<file path="config.mk">
export PLATFORM = sky130hd
export DESIGN_NAME = ps2_key_event_flat
export DESIGN_NICKNAME = d
export VERILOG_FILES = /design/src/rtl/ps2_key_event_if.sv /design/src/rtl/ps2_key_event.sv /design/src/flat_wrapper.sv
export SDC_FILE = /design/constraint.sdc
export NUM_CORES = 1
export LEC_CHECK = 0
export ABC_AREA = 1
export CAP_MARGIN = 10
export CORE_ASPECT_RATIO = 0.75
export CORE_MARGIN = 5
export CORE_UTILIZATION = 52
export CTS_CLUSTER_SIZE = 25
export DETAILED_ROUTE_END_ITERATION = 10
export MAX_ROUTING_LAYER = met4
export PLACE_DENSITY = 0.77
export RECOVER_POWER = 50
export SKIP_CTS_REPAIR_TIMING = 1
export SLEW_MARGIN = 20
export SYNTH_ARGS = -nofsm -noshare
export SYNTH_HDL_FRONTEND = slang
export SYNTH_SLANG_ARGS = --single-unit
</file>
<file path="constraint.sdc">
create_clock -name clk -period 1.7 [get_ports clk]
set_clock_uncertainty 0.15 [all_clocks]
set_input_delay 0.255 -clock clk [delete_from_list [all_inputs] [get_ports clk]]
set_output_delay 0.255 -clock clk [all_outputs]
set_load 0.02 [all_outputs]
</file>
<file path="src/rtl/ps2_key_event_if.sv">
// Scan-code byte side (receiver FIFO) and key-event side (consumer) of ps2_key_event.
// master is the key-event stage; slave is the receiver FIFO / event consumer environment.
interface ps2_key_event_if;
    logic [7:0] kb_data;
    logic       kb_ready;
    logic       kb_nextdata_n;
    logic       evt_valid;
    logic       evt_ready;
    logic [7:0] evt_code;
    logic       evt_ext;
    logic       evt_break;

    modport master (
        input  kb_data, kb_ready, evt_ready,
        output kb_nextdata_n, evt_valid, evt_code, evt_ext, evt_break
    );

    modport slave (
        output kb_data, kb_ready, evt_ready,
        input  kb_nextdata_n, evt_valid, evt_code, evt_ext, evt_break
    );
endinterface

</file>
<file path="src/rtl/ps2_key_event.sv">
// Assembles PS/2 scan-code bytes (E0/F0 prefixes) into back-pressured key events.
// Optional macro PS2_REPEAT_FILTER_EN drops typematic repeats of the currently held key.
module ps2_key_event #(
    parameter int unsigned CNT_W = 8
) (
    input  logic             clk,
    input  logic             clrn,
    ps2_key_event_if.master  bus,
    output logic [CNT_W-1:0] press_count,
    output logic             key_held
);

    typedef enum logic [2:0] {StIdle, StPop, StSettle, StDecode, StEmit} state_e;

    state_e           state_q, state_d;
    logic [7:0]       byte_q, byte_d;
    logic             ext_p_q, ext_p_d;
    logic             brk_p_q, brk_p_d;
    logic             nextdata_n_q, nextdata_n_d;
    logic             valid_q, valid_d;
    logic [7:0]       code_q, code_d;
    logic             ext_q, ext_d;
    logic             brk_q, brk_d;
    logic [CNT_W-1:0] count_q, count_d;
    logic [8:0]       held_q, held_d;
    logic             held_v_q, held_v_d;
    logic             emit;

`ifdef PS2_REPEAT_FILTER_EN
    // A make of the key already held is a typematic repeat.
    assign emit = !(held_v_q && !brk_p_q && ({ext_p_q, byte_q} == held_q));
`else
    assign emit = 1'b1;
`endif

    always_comb begin
        state_d      = state_q;
        byte_d       = byte_q;
        ext_p_d      = ext_p_q;
        brk_p_d      = brk_p_q;
        nextdata_n_d = nextdata_n_q;
        valid_d      = valid_q;
        code_d       = code_q;
        ext_d        = ext_q;
        brk_d        = brk_q;
        count_d      = count_q;
        held_d       = held_q;
        held_v_d     = held_v_q;
        case (state_q)
            StIdle: begin
                if (bus.kb_ready) begin
                    byte_d       = bus.kb_data;
                    nextdata_n_d = 1'b0;
                    state_d      = StPop;
                end
            end
            StPop: begin
                nextdata_n_d = 1'b1;
                state_d      = StSettle;
            end
            StSettle: state_d = StDecode;
            StDecode: begin
                state_d = StIdle;
                if (byte_q == 8'hE0) begin
                    ext_p_d = 1'b1;
                end else if (byte_q == 8'hF0) begin
                    brk_p_d = 1'b1;
                end else begin
                    code_d  = byte_q;
                    ext_d   = ext_p_q;
                    brk_d   = brk_p_q;
                    ext_p_d = 1'b0;
                    brk_p_d = 1'b0;
                    if (!brk_p_q) begin
                        held_v_d = 1'b1;
                        held_d   = {ext_p_q, byte_q};
                        if (emit) count_d = count_q + 1'b1;
                    end else if ({ext_p_q, byte_q} == held_q) begin
                        held_v_d = 1'b0;
                    end
                    if (emit) begin
                        valid_d = 1'b1;
                        state_d = StEmit;
                    end
                end
            end
            StEmit: begin
                if (bus.evt_ready) begin
                    valid_d = 1'b0;
                    state_d = StIdle;
                end
            end
            default: state_d = StIdle;
        endcase
    end

    always_ff @(posedge clk or negedge clrn) begin
        if (!clrn) begin
            state_q      <= StIdle;
            byte_q       <= 8'h00;
            ext_p_q      <= 1'b0;
            brk_p_q      <= 1'b0;
            nextdata_n_q <= 1'b1;
            valid_q      <= 1'b0;
            code_q       <= 8'h00;
            ext_q        <= 1'b0;
            brk_q        <= 1'b0;
            count_q      <= '0;
            held_q       <= 9'h000;
            held_v_q     <= 1'b0;
        end else begin
            state_q      <= state_d;
            byte_q       <= byte_d;
            ext_p_q      <= ext_p_d;
            brk_p_q      <= brk_p_d;
            nextdata_n_q <= nextdata_n_d;
            valid_q      <= valid_d;
            code_q       <= code_d;
            ext_q        <= ext_d;
            brk_q        <= brk_d;
            count_q      <= count_d;
            held_q       <= held_d;
            held_v_q     <= held_v_d;
        end
    end

    assign bus.kb_nextdata_n = nextdata_n_q;
    assign bus.evt_valid     = valid_q;
    assign bus.evt_code      = code_q;
    assign bus.evt_ext       = ext_q;
    assign bus.evt_break     = brk_q;
    assign press_count       = count_q;
    assign key_held          = held_v_q;

endmodule
</file>
<file path="src/flat_wrapper.sv">
// flat-port wrapper written by rule: the top's interface ports become plain ports
module ps2_key_event_flat 
#(
    parameter int unsigned CNT_W = 8
)
  (clk, clrn, press_count, key_held, bus_kb_data, bus_kb_ready, bus_evt_ready, bus_kb_nextdata_n, bus_evt_valid, bus_evt_code, bus_evt_ext, bus_evt_break);
  ps2_key_event_if bus_i ();
  input  logic clk;
  input  logic clrn;
  output logic [CNT_W-1:0] press_count;
  output logic key_held;
  input wire logic [$bits(bus_i.kb_data)-1:0] bus_kb_data;
  input wire logic [$bits(bus_i.kb_ready)-1:0] bus_kb_ready;
  input wire logic [$bits(bus_i.evt_ready)-1:0] bus_evt_ready;
  output wire logic [$bits(bus_i.kb_nextdata_n)-1:0] bus_kb_nextdata_n;
  output wire logic [$bits(bus_i.evt_valid)-1:0] bus_evt_valid;
  output wire logic [$bits(bus_i.evt_code)-1:0] bus_evt_code;
  output wire logic [$bits(bus_i.evt_ext)-1:0] bus_evt_ext;
  output wire logic [$bits(bus_i.evt_break)-1:0] bus_evt_break;
  assign bus_i.kb_data = bus_kb_data;
  assign bus_i.kb_ready = bus_kb_ready;
  assign bus_i.evt_ready = bus_evt_ready;
  assign bus_kb_nextdata_n = bus_i.kb_nextdata_n;
  assign bus_evt_valid = bus_i.evt_valid;
  assign bus_evt_code = bus_i.evt_code;
  assign bus_evt_ext = bus_i.evt_ext;
  assign bus_evt_break = bus_i.evt_break;
  ps2_key_event #(.CNT_W(CNT_W)) u_core (.clk(clk), .clrn(clrn), .bus(bus_i), .press_count(press_count), .key_held(key_held));
endmodule
</file>
==> results of run 1 <==
-- per-layer routing --
metal	up-vias	track usage, %	share of wire [%]
met5	-	-	0
met4	0	10.5	1.7
met3	8	4.70	5.7
met2	28	26.9	44
met1	713	23.4	49
li1	764	-	-
-- flip-flops by register name, indices dropped and copies added (netlist names) --
register / flops
u_core.bus.evt_valid: 1
u_core.state_q: 3
u_core.bus.kb_nextdata_n: 1
u_core.bus.evt_ext: 1
u_core.bus.evt_break: 1
u_core.byte_q: 8
u_core.press_count: 8
u_core.brk_p_q: 1
u_core.ext_p_q: 1
u_core.bus.evt_code: 8
u_core.held_q: 9
u_core.key_held: 1
-- final timing paths --
kind / start / endpoint / slack, ns / cells after the start
setup / recovery: u_core.bus.evt_code[0]$_DFFE_PN0P_ / bus_evt_code[0] / 0.04 / 1
hold / removal: clrn / u_core.bus.evt_code[3]$_DFFE_PN0P_ / 0.29 / 2
min in group clk: u_core.state_q[1]$_DFFE_PN0P_ / u_core.bus.kb_nextdata_n$_DFFE_PN1P_ / 0.33 / 1
hold reg to reg: u_core.state_q[1]$_DFFE_PN0P_ / u_core.bus.kb_nextdata_n$_DFFE_PN1P_ / 0.33 / 1
max in group asynchronous: clrn / u_core.bus.kb_nextdata_n$_DFFE_PN1P_ / 0.29 / 3
setup reg to reg: u_core.state_q[2]$_DFFE_PN0P_ / u_core.byte_q[7]$_DFFE_PN0P_ / 0.16 / 6
-- through the flow --
step	total power [W]	cell area, µm²	hold WS (ns)	std cells	util [%]
after global placement	0.00376	2390	0.0834	301	65.2
after detailed placement	0.00381	2390	0.0801	301	65.2
final	0.00441	2480	0.291	310	67.7
after global routing	0.00477	2480	0.341	310	67.7
after floorplan	0.00307	1970	-0.191	212	-
after CTS	0.00453	2490	-0.248	309	67.9
-- layout by cell type (no fill, tap or decap) --
| cell type | Yosys | final |
|---|---|---|
| a21oi_1 | 2 | 2 |
| buf_4 | 1 | 8 |
| clkbuf_1 | 0 | 9 |
| clkbuf_2 | 0 | 1 |
| clkbuf_4 | 0 | 1 |
| clkbuf_8 | 0 | 7 |
| clkdlybuf4s50_1 | 0 | 13 |
| dfrtp_1 | 42 | 42 |
| dfstp_2 | 1 | 1 |
| dlygate4sd3_1 | 0 | 1 |
| dlymetal6s2s_1 | 0 | 12 |
| ha_1 | 1 | 1 |
| inv_1 | 15 | 15 |
| inv_2 | 4 | 4 |
| inv_4 | 1 | 1 |
| nand2_1 | 67 | 67 |
| nand2_2 | 2 | 2 |
| nand2_8 | 0 | 1 |
| nand3_1 | 12 | 12 |
| nand3b_1 | 1 | 1 |
| nand4_1 | 3 | 3 |
| nor2_1 | 6 | 6 |
| nor2_2 | 2 | 2 |
| nor2_4 | 1 | 1 |
| nor3_1 | 1 | 1 |
| nor3b_1 | 1 | 1 |
| o211ai_1 | 1 | 1 |
| o21a_1 | 1 | 1 |
| o21ai_0 | 10 | 10 |
| o21ai_1 | 6 | 6 |
| o21ai_2 | 12 | 12 |
| o31ai_1 | 1 | 1 |
| xnor2_1 | 9 | 9 |
| xor2_1 | 3 | 3 |
-- area by class of cell --
cell class | instances | area, µm² | area share [%]
Sequential cell | 43 | 1080 | 43.5
Multi-Input combinational cell | 143 | 764 | 30.9
Timing Repair Buffer | 44 | 393 | 15.9
Clock buffer | 8 | 100 | 4.04
Inverter | 20 | 77.6 | 3.13
Tap cell | 52 | 65.1 | 2.63
-- kinds of logic after synthesis --
group | count (synthesis) | share of synthesized area, %
and+or+nand+nor | 97 | 21.3
adders and majority gates | 1 | 0.634
DFF | 43 | 54.6
AOI/OAI and AO/OA | 33 | 11.0
xor gates and xnor gates | 12 | 5.33
buffers and inverters | 26 | 7.04
-- power by group --
group | switching, W | internal (W)
Clock | 0.000334 | 0.000370
Combinational | 0.00115 | 0.000806
Sequential | 0.000305 | 0.00144
Total | 0.00179 | 0.00262
==> results by group, run 1 <==
Outcome
  • Status: finished clean

Pwr
  • Leakage: 1.27 nW
  • Worst-case vdd ir drop: 0.953 mV
  • PD cells: 1780 mW/mm²

Global routing
  • Gr usage total: 18.5%
  • First-pass GRT wire length: 6.93 mm
  • Total grt overflow: 0
  • Vias in the first global route: 1522
  • Initial antenna violation count: 0
  • Largest net degree at the start of global routing: 31

Setup path
  • Crit path DAT: 1.26 ns
  • Slowest-stage cell, CP: clkdlybuf4s50_1
  • Category of the most critical setup path: flop to output port
  • Buf/Inv on CP: 1
  • Critical path peak fanout: 2
  • Critical path startpoint category: flop
  • Crit path cell chain: clkdlybuf4s50_1
  • WP data required: 1.29 ns
  • Crit-path max cell delay: 0.60 ns
  • Critical Path End Type: output port
  • Delay-heaviest family, CP: buffers and inverters

Synth
  • Post-synth top cells: nand2_1, dfrtp_1, inv_1
  • Async SR Flop Fraction: 100%
  • Number of enable flip-flop cells after synthesis: 0
  • Synth cell types: 30
  • Post-synthesis register bit count: 43
  • Prevailing post-synth register cell: dfrtp_1
  • Syn Area/Cell: 9.30 µm²
  • Area share of the largest cell type after synthesis: 53.3%
  • Syn. warnings: 0
  • Most frequent cell after synthesis: nand2_1
  • Synthesized net count: 225
  • Post-synthesis sequential area ratio: 54.6%
  • Mapped cell area: 0.00197 mm²
  • Synth area leaders: dfrtp_1, nand2_1, o21ai_2, xnor2_1, nand3_1
  • Post-Syn Instances: 212
  • Yosys top cell by area: dfrtp_1

Routing
  • Routed Antenna Nets: 0
  • DR pass1 iterations: 4
  • Routed Wire Length: 3.97 mm
  • Wire length per cell: 12.8 µm
  • Number of vias per cell: 4.88
  • DR DRC count: 0
  • Drt initial violations: 120
  • Vias post-DR: 1513

Floorplanning
  • # rows: 19
  • Core ar.: 0.00366 mm²
  • # IOs: 33
  • Die X: 81.1 µm
  • Die Area: 0.00514 mm²
  • Die span in y: 63.3 µm
  • Initial Util: 53.9%

Layout
  • Antenna diode count: 0
  • Area Overhead vs Synth: 25.6%
  • Fillers: 320
  • NumNets Final: 270
  • Share of layout cells above drive strength 1: 15.9%

STA
  • Fin worst setup slack: 0.0376 ns
  • Final Hold Vio Count: 0
  • Slew Viols, Final: 0
  • Period Utilization, post-route: 97.8%
  • Fmax: 602 MHz
  • Relative slew slack: 67.2%
  • Endpoints failing setup: 0
  • Setup TNS Final: 0 ns
  • Post-layout min period: 1.66 ns
  • Measured slew at the worst slew-check pin: 0.492 ns
  • RSZ-0062 raised after global routing: false

Worst hold path
  • Hold Path Class: primary input to async pin

Placement
  • I/O Buffers: 32
  • Placement Setup Slack: 0.0633 ns
  • Post-detail-place hpwl: 2.81 mm
  • Routability cong.: 0.822

Clocking
  • Num CTS Buffers: 5
  • CTS tree: built
  • CTS clk-pin slew, worst paths: 0.07 ns
  • Clock Latency Late Sink: 0.30 ns
  • CTS root buffer: clkbuf_8
  • TritonCTS Sinks: 43
  • Clock tree buffer depth: 2
  • H-tree Lvls: 2

Job
  • Max cap viols: 0
Note: power is estimated with default switching activity, not from simulation.
==> run 2: changes to the inputs <==
--- a/config.mk
+++ b/config.mk
@@ -7,9 +7,11 @@
 export LEC_CHECK = 0
 export ABC_AREA = 1
 export CAP_MARGIN = 10
+export CELL_PAD_IN_SITES_DETAIL_PLACEMENT = 2
+export CELL_PAD_IN_SITES_GLOBAL_PLACEMENT = 2
 export CORE_ASPECT_RATIO = 0.75
 export CORE_MARGIN = 5
-export CORE_UTILIZATION = 52
+export CORE_UTILIZATION = 32
 export CTS_CLUSTER_SIZE = 25
 export DETAILED_ROUTE_END_ITERATION = 10
 export MAX_ROUTING_LAYER = met4
==> run 2 against run 1 <==
Cell count up 9.7%. Maximum frequency up 0.64%. Total power up 4.0%. Die area up 53%. Sequential share of layout area down 1.3 points. Final area up 3.2%. Sequential cell count unchanged. Critical endpoint is now bus_evt_code[7]. Highest routed layer unchanged.
==> results by group, run 2 (synthesized netlist as in run 1, its figures left out) <==
Routing
  • Routed Wire Length: 5.35 mm (+35%)
  • Wire length per cell: 15.7 µm (+23%)
  • Vias post-DR: 1602 (+5.9%)
  • DR pass1 iterations: 4 (unchanged)
  • Routed Antenna Nets: 0 (unchanged)
  • Number of vias per cell: 4.71 (-3.5%)
  • Drt initial violations: 26 (-78%)
  • DR DRC count: 0 (unchanged)

Layout
  • Area Overhead vs Synth: 29.6%
  • Finished Layout Cells: 340 (+9.7%)
  • Most flops, register: u_core.held_q
  • Share of layout cells above drive strength 1: 17.2% (+1.3 points)
  • Most frequent cells in the layout: nand2_1, dfrtp_1, inv_1
  • Antenna diode count: 0 (unchanged)
  • Largest register FFs: 9 (unchanged)
  • Commonest non-fill, non-tap cell in the layout: nand2_1
  • NumNets Final: 274 (+1.5%)

Worst hold path
  • Hold Path Class: primary input to async pin

Floorplanning
  • # rows: 24 (+5)
  • # IOs: 33 (unchanged)
  • Die X: 101 µm (+24%)
  • Die span in y: 78.0 µm (+23%)
  • Core ar.: 0.00589 mm² (+61%)
  • Initial Util: 33.5% (-20 points)
  • Die Area: 0.00785 mm² (+53%)

Pwr
  • Part of the power in registers: 38.5% (-1.2 points)
  • Internal power: 0.00262 W (about the same)
  • Total chip power: 0.00459 W (+4.0%)
  • PD cells: 1790 mW/mm² (+0.83%)
  • Sw frac: 42.9% (+2.3 points)
  • Sw power: 0.00197 W (+10%)
  • Leakage: 1.28 nW (+0.55%)
  • Worst-case vdd ir drop: 0.613 mV (-36%)
  • Clock network power share: 14.0% (-2.0 points)
  • Combinational share of power: 47.5% (+3.1 points)

STA
  • Measured slew at the worst slew-check pin: 0.477 ns (-0.0152 ns)
  • Fmax: 605 MHz (+0.64%)
  • Endpoints failing setup: 0 (unchanged)
  • Period Utilization, post-route: 97.2% (-0.62 points)
  • Final Hold Vio Count: 0 (unchanged)
  • Post-layout min period: 1.65 ns (-0.0105 ns)
  • Worst hold slack: 0.292 ns (+0.00101 ns)
  • Relative slew slack: 68.2% (+1.0 points)
  • Slew Viols, Final: 0 (unchanged)

Setup path
  • Worst r2r src: u_core.byte_q[3]$_DFFE_PN0P_
  • WP data required: 1.29 ns (about the same)
  • Crit path DAT: 1.25 ns (about the same)
  • Crit-path max cell delay: 0.60 ns (about the same)
  • Crit path cell chain: clkdlybuf4s50_1
  • Category of the most critical setup path: flop to output port
  • Slowest-stage cell, CP: clkdlybuf4s50_1
  • Worst Setup SP: u_core.bus.evt_code[7]$_DFFE_PN0P_
  • Delay-heaviest family, CP: buffers and inverters
  • Buf/Inv on CP: 1 (unchanged)
  • Critical Path End Type: output port
  • Critical path startpoint category: flop
  • Critical path peak fanout: 2 (unchanged)

Placement
  • Routability cong.: 0.775 (-5.8%)
  • I/O Buffers: 32 (unchanged)
  • Placed Cells: 328 (+9.0%)
  • Post-detail-place hpwl: 3.74 mm (+33%)

Global routing
  • Initial antenna violation count: 0 (unchanged)
  • Largest net degree at the start of global routing: 31 (unchanged)
  • First-pass GRT wire length: 8.64 mm (+25%)
  • Total grt overflow: 0 (unchanged)
  • Vias in the first global route: 1760 (+16%)
  • Gr usage total: 14.2% (-4.3 points)

Job
  • Max cap viols: 0 (unchanged)

Clocking
  • CTS root buffer: clkbuf_8
  • CTS tree: built
  • Num CTS Buffers: 5 (unchanged)
  • TritonCTS Sinks: 43 (unchanged)
  • CTS clk-pin slew, worst paths: 0.09 ns (+0.02 ns)
  • Clock Latency Late Sink: 0.29 ns (about the same)
  • Clock tree buffer depth: 2 (unchanged)
  • H-tree Lvls: 2 (unchanged)

Outcome
  • Status: finished clean
[run 2: metal layers]
metal / vias up / GRT usage (%) / share of wire, %
met4: 0 / 3.63 / 0.90
met1: 796 / 18.5 / 48
met2: 26 / 22.7 / 48
met3: 6 / 2.96 / 3.1
met5: - / - / 0
li1: 774 / - / -
[run 2: final timing paths]
path                                                           end  slack [ns]  cells after the start
worst max-delay path                               bus_evt_code[7]        0.05                      1
worst min-delay path                  u_core.byte_q[0]$_DFFE_PN0P_        0.29                      2
worst max register to register       u_core.state_q[2]$_DFFE_PN0P_        0.10                      9
worst min register to register  u_core.bus.evt_code[6]$_DFFE_PN0P_        0.34                      2
max in group asynchronous             u_core.byte_q[7]$_DFFE_PN0P_        0.39                      3
min in group clk                u_core.bus.evt_code[6]$_DFFE_PN0P_        0.34                      2
[run 2: stage by stage]
step	worst slack, ns	cell area (µm²)	TNS (ns)	util (%)
3_3_place_gp	0.140	2410	0	41.0
4_1_cts	-0.160	2490	-0.654	42.4
5_1_grt	-0.0481	2560	-0.0774	43.4
3_5_place_dp	0.0666	2410	0	41.0
2_1_floorplan	0.185	1970	0	-
6_report	0.0481	2560	0	43.4
[run 2: cell type report]
type / instances / area [µm²]
Timing Repair Buffer: 47 / 433
Inverter: 20 / 82.6
Clock inverter: 1 / 5.00
Fill cell: 665 / 3330
Sequential cell: 43 / 1080
Tap cell: 78 / 97.6
Clock buffer: 7 / 76.3
Multi-Input combinational cell: 144 / 785
[run 2: power groups by stage]
stage	registers, W	clock network (W)	logic [W]
2_1_floorplan	0.00194	0	0.00114
3_3_place_gp	0.00176	0	0.00205
3_5_place_dp	0.00179	0	0.00212
4_1_cts	0.00178	0.000662	0.00214
5_1_grt	0.00182	0.000697	0.00242
6_report	0.00177	0.000643	0.00218
